[src/rtl/rr_arbiter4_ctrl_if.sv]
// Requester/arbiter handshake bundle for the 4-way round-robin arbiter.
// The requester side drives en/req; the arbiter drives the registered grant.
interface rr_arbiter4_ctrl_if;
    logic       en;
    logic [3:0] req;
    logic [3:0] gnt;
    logic [1:0] gnt_id;
    logic       gnt_valid;

    modport master (
        output en,
        output req,
        input  gnt,
        input  gnt_id,
        input  gnt_valid
    );

    modport slave (
        input  en,
        input  req,
        output gnt,
        output gnt_id,
        output gnt_valid
    );
endinterface

[src/rtl/rr_arbiter4_ctrl.sv]
// Four-requester round-robin arbiter with a dead cycle between owners and
// a bounded hold time whenever another requester is waiting.
module rr_arbiter4_ctrl #(
    parameter int unsigned HOLD_MAX = 8,
    parameter int unsigned CNT_W    = 8
) (
    input  logic              clk,
    input  logic              rst,
    rr_arbiter4_ctrl_if.slave arb
);

    typedef enum logic {
        IDLE  = 1'b0,
        GRANT = 1'b1
    } state_t;

    localparam logic [CNT_W-1:0] HOLD_LAST = CNT_W'(HOLD_MAX - 1);
    localparam logic [CNT_W-1:0] HOLD_SAT  = CNT_W'(HOLD_MAX);

    state_t           state_q, state_d;
    logic [3:0]       gnt_q, gnt_d;
    logic [1:0]       id_q, id_d;
    logic [1:0]       last_q, last_d;
    logic             valid_q, valid_d;
    logic [CNT_W-1:0] cnt_q, cnt_d;

    logic       found;
    logic [1:0] winner;
    logic [1:0] idx;
    logic       others_pending;
    logic       release_now;

    // Priority search starting just after the last owner, wrapping 3 -> 0.
    always_comb begin
        found  = 1'b0;
        winner = last_q;
        idx    = 2'd0;
        for (int k = 1; k <= 4; k++) begin
            idx = last_q + 2'(k);
            if (!found && arb.req[idx]) begin
                found  = 1'b1;
                winner = idx;
            end
        end
    end

    // The counter saturates at HOLD_MAX, so a late challenger must still
    // trigger the forced release once the limit has been reached.
    assign others_pending = |(arb.req & ~gnt_q);
    assign release_now    = !arb.req[id_q] || !arb.en ||
                            ((cnt_q >= HOLD_LAST) && others_pending);

    always_comb begin
        state_d = state_q;
        gnt_d   = gnt_q;
        id_d    = id_q;
        last_d  = last_q;
        valid_d = valid_q;
        cnt_d   = cnt_q;
        case (state_q)
            IDLE: begin
                if (arb.en && found) begin
                    state_d = GRANT;
                    gnt_d   = 4'b0001 << winner;
                    id_d    = winner;
                    valid_d = 1'b1;
                    cnt_d   = '0;
                end
            end
            GRANT: begin
                if (release_now) begin
                    state_d = IDLE;
                    gnt_d   = 4'b0000;
                    valid_d = 1'b0;
                    last_d  = id_q;
                    cnt_d   = '0;
                end else if (cnt_q != HOLD_SAT) begin
                    cnt_d = cnt_q + CNT_W'(1);
                end
            end
            default: begin
                state_d = IDLE;
                gnt_d   = 4'b0000;
                valid_d = 1'b0;
            end
        endcase
    end

    always_ff @(posedge clk or posedge rst) begin
        if (rst) begin
            state_q <= IDLE;
            gnt_q   <= 4'b0000;
            id_q    <= 2'd0;
            last_q  <= 2'd3;
            valid_q <= 1'b0;
            cnt_q   <= '0;
        end else begin
            state_q <= state_d;
            gnt_q   <= gnt_d;
            id_q    <= id_d;
            last_q  <= last_d;
            valid_q <= valid_d;
            cnt_q   <= cnt_d;
        end
    end

    assign arb.gnt       = gnt_q;
    assign arb.gnt_id    = id_q;
    assign arb.gnt_valid = valid_q;

endmodule

[src/flat_wrapper.sv]
// flat-port wrapper written by rule: the top's interface ports become plain ports
module rr_arbiter4_ctrl_flat 
#(
    parameter int unsigned HOLD_MAX = 8,
    parameter int unsigned CNT_W    = 8
)
  (clk, rst, arb_en, arb_req, arb_gnt, arb_gnt_id, arb_gnt_valid);
  rr_arbiter4_ctrl_if arb_i ();
  input  logic clk;
  input  logic rst;
  input wire logic [$bits(arb_i.en)-1:0] arb_en;
  input wire logic [$bits(arb_i.req)-1:0] arb_req;
  output wire logic [$bits(arb_i.gnt)-1:0] arb_gnt;
  output wire logic [$bits(arb_i.gnt_id)-1:0] arb_gnt_id;
  output wire logic [$bits(arb_i.gnt_valid)-1:0] arb_gnt_valid;
  assign arb_i.en = arb_en;
  assign arb_i.req = arb_req;
  assign arb_gnt = arb_i.gnt;
  assign arb_gnt_id = arb_i.gnt_id;
  assign arb_gnt_valid = arb_i.gnt_valid;
  rr_arbiter4_ctrl #(.HOLD_MAX(HOLD_MAX), .CNT_W(CNT_W)) u_core (.clk(clk), .rst(rst), .arb(arb_i));
endmodule
[config.mk]
export PLATFORM = sky130hd
export DESIGN_NAME = rr_arbiter4_ctrl_flat
export DESIGN_NICKNAME = d
export VERILOG_FILES = /design/src/rtl/rr_arbiter4_ctrl_if.sv /design/src/rtl/rr_arbiter4_ctrl.sv /design/src/flat_wrapper.sv
export SDC_FILE = /design/constraint.sdc
export NUM_CORES = 1
export LEC_CHECK = 0
export ABC_AREA = 1
export CAP_MARGIN = 10
export CORE_MARGIN = 2
export CORE_UTILIZATION = 30
export DETAILED_ROUTE_END_ITERATION = 8
export SETUP_SLACK_MARGIN = 0.2
export SLEW_MARGIN = 20
export SYNTH_ARGS = -nofsm -noshare
export SYNTH_HDL_FRONTEND = slang
export SYNTH_SLANG_ARGS = --single-unit
[constraint.sdc]
create_clock -name clk -period 1.5 [get_ports clk]
set_input_delay 0.3 -clock clk [delete_from_list [all_inputs] [get_ports clk]]
set_output_delay 0.3 -clock clk [all_outputs]
set_load 0.1 [all_outputs]
==> metrics.yaml <==
status: "finished with violations"
violations: "negative setup slack"
yosysSeqAreaShare_pct: 32.50
met1_usage_pct: 21.42
ir_worst_vdd_mv: 1.687
clock_latency_ns: 0.26
io_pins: 14
die_h_um: 72.16
power_density_nw_per_um2: 2139
nets: 260
worstPathRequired_ns: 1.65
reg2reg_to: "u_core.cnt_q[2]"
worstSetupPathType: "reg -> reg"
gp_congestion: 0.7996
hp-class: "in -> async"
row_count: 24
detail_route.first_pass.iterations: 4
worst_pin_slew_ns: 0.5041
clkSlewWorstSetupHoldPaths_ns: 0.08
finClkSkew_ns: 0.007085
antennaDiodeCount: 0
antenna_found_initial: 0
synthToLayoutAreaGrowth_pct: 48.65
use_met3_pct: 1.944
gr-usage-all-layers_pct: 15.08
rr_worst_depth: 11
crit_start: "u_core.last_q[0]"
final_antenna_net_count: 0
instances_no_fill: 302
hpwlAfterDp_um: 2547
globalRouteMet2Util_pct: 22.32
leakage_nw: 1.017
wire_per_inst_um: 12.00
synth_area_um2: 1394
synthCells: 202
p_clk_share_pct: 8.2
r2r_setup_slack_ns: -0.22
io_buffers: 13
finalHoldViolations: 0
dr_total_vias: 1432
fill_cells: 425
synth.distinct_cells: 24
synth-seq-cells: 18
whs_ns: 0.3538
htree_num_levels: 1
setup_violations: 16
swShare_pct: 52.72
placedCellCount: 289
overflow: 0
mostFrequentLayoutCells: "62 x nand2_1, 26 x buf_4, 23 x nand3_1"
min_period_ns: 1.720
cp_max_fo: 8
grt_pass1_vias: 1375
post-route-period-util_pct: 114.6
avgSynthCellArea_um2: 6.900
syn_nets: 211
grt_start_max_net_pins: 19
numCtsBuffers: 3
rsz0062_at_grt: "true"
chipWidth_um: 72.16
core_um2: 4414
fmaxAchievable_mhz: 581.5
dieArea_um2: 5207
p_int_mw: 2.096
setup_ws_ns: -0.2196
r2r-start: "u_core.last_q[0]"
cp.arrival_ns: 1.87
seqPwrFrac_pct: 18.8
synth_edf_count: 0
synth_ff_type: "dfrtp_1"
wl_um: 3625
final_common_cell: "nand2_1"
grt_first_pass_wirelength_um: 6203
cts_buffer_depth: 2
initial_core_util_pct: 31.58
drtIter0Drc: 81
maxCapViolCount: 0
cts_root_buf: "clkbuf_8"
power_frac_comb_pct: 73.1
slew_headroom_pct: 66.35
final_layout_size_suffix_gt1_share_pct: 39.20
drcViolationCount: 0
final_max_slew_viol_count: 0
cts_hold_buffers: 0
setup_tns_ns: -2.925
vias_per_cell: 4.742
grt-busiest-layer: "met2"
synthArstFlopShare_pct: 100.0
yosysWarnings: 0
cts_sinks: 18
cts_tree: "done"
crit_path_end_kind: "flop"
startpoint_type: "flop"
p_sw_mw: 2.337
[cells in the mapped netlist (2+ instances only)]
cell type	number	area [um2]
nand2_1	73	274.0
ha_1	2	25.02
nand4_1	3	18.77
buf_6	4	45.04
dfstp_2	2	52.55
inv_2	2	7.510
nor3_1	4	20.02
nor2_4	2	22.52
nand2_4	5	56.30
xnor2_1	2	17.52
o21ai_0	10	50.05
nand3_1	25	125.1
dfrtp_1	16	400.4
xor2_1	4	35.03
inv_1	19	71.32
nand2_2	10	62.56
nor2_1	10	37.54
a21oi_1	3	15.01
[per-stage QoR]
stage / worst slack, ns / area [um2] / total power [mW] / utilization (%)
detailed placement: -0.5096 / 1869 / 3.661 / 42.35
CTS: -0.1943 / 2064 / 4.399 / 46.77
global placement: -0.4791 / 1869 / 3.654 / 42.35
global route: -0.3303 / 2072 / 4.745 / 46.94
finish: -0.2196 / 2072 / 4.432 / 46.94
floorplan: -0.1289 / 1454 / 2.807 / -
[power by group through the flow]
stage	Combinational, mW	Clock (mW)	Sequential [mW]
after global routing	3.50	0.393	0.850
after global placement	2.83	0	0.821
after floorplan	1.52	0	1.29
after CTS	3.20	0.369	0.832
final	3.24	0.362	0.832
after detailed placement	2.84	0	0.821
[sequential cells by signal (all words and copies together), names as in the netlist]
| register | cells |
|---|---|
| u_core.cnt_q | 8 |
| u_core.arb.gnt | 4 |
| u_core.arb.gnt_id | 2 |
| u_core.last_q | 2 |
| u_core.arb.gnt_valid | 1 |
| u_core.state_q | 1 |
[final cells by class]
class / instances / area [um2] / area share, %
multi-input combinational: 162 / 938.4 / 45.29
timing repair buffer: 45 / 466.7 / 22.52
sequential: 18 / 475.5 / 22.95
clock buffer: 4 / 45.04 / 2.174
inverter: 21 / 81.33 / 3.925
tap: 52 / 65.06 / 3.140
[routing by layer]
metal / share of wire [%] / vias to the layer above
li1: - / 744
met1: 50 / 657
met2: 46 / 21
met3: 1.9 / 10
met4: 2.9 / 0
met5: 0 / -
[kinds of logic after synthesis]
family	share of synthesized area, %
compound gates	6.194
xor+xnor	3.770
fa+ha+maj	1.795
buf+inv	10.32
flops	32.50
simple gates	45.42
[timing repair]
action,in CTS,in global routing
gates resized for setup,28,3
endpoints found under the setup margin,20,20
cloned,4,0
pin swaps,10,2
buffers inserted,5,0
[worst max-delay path: stages, from the launching register on]
cell and delay, ns:
dfstp_2 0.61, inv_4 0.08, nand2_2 0.07, nand2_2 0.06, nand2_2 0.08, nand2_4 0.07, nor2_4 0.16, nand3_4 0.17
nand2_8 0.14, nand2_4 0.06, nand2_1 0.06, nand2_1 0.05
[worst max path at each step]
| stage | end | slack, ns | cells after the start |
|---|---|---|---|
| after global placement | u_core.arb.gnt[0] | -0.48 | 11 |
| after detailed placement | u_core.arb.gnt[3] | -0.51 | 11 |
| after global routing | u_core.cnt_q[0] | -0.33 | 11 |
| after floorplan | u_core.cnt_q[2] | -0.13 | 13 |
| final | u_core.cnt_q[2] | -0.22 | 11 |
| after CTS | u_core.cnt_q[0] | -0.19 | 11 |
Power figures use the tool's default switching activity.
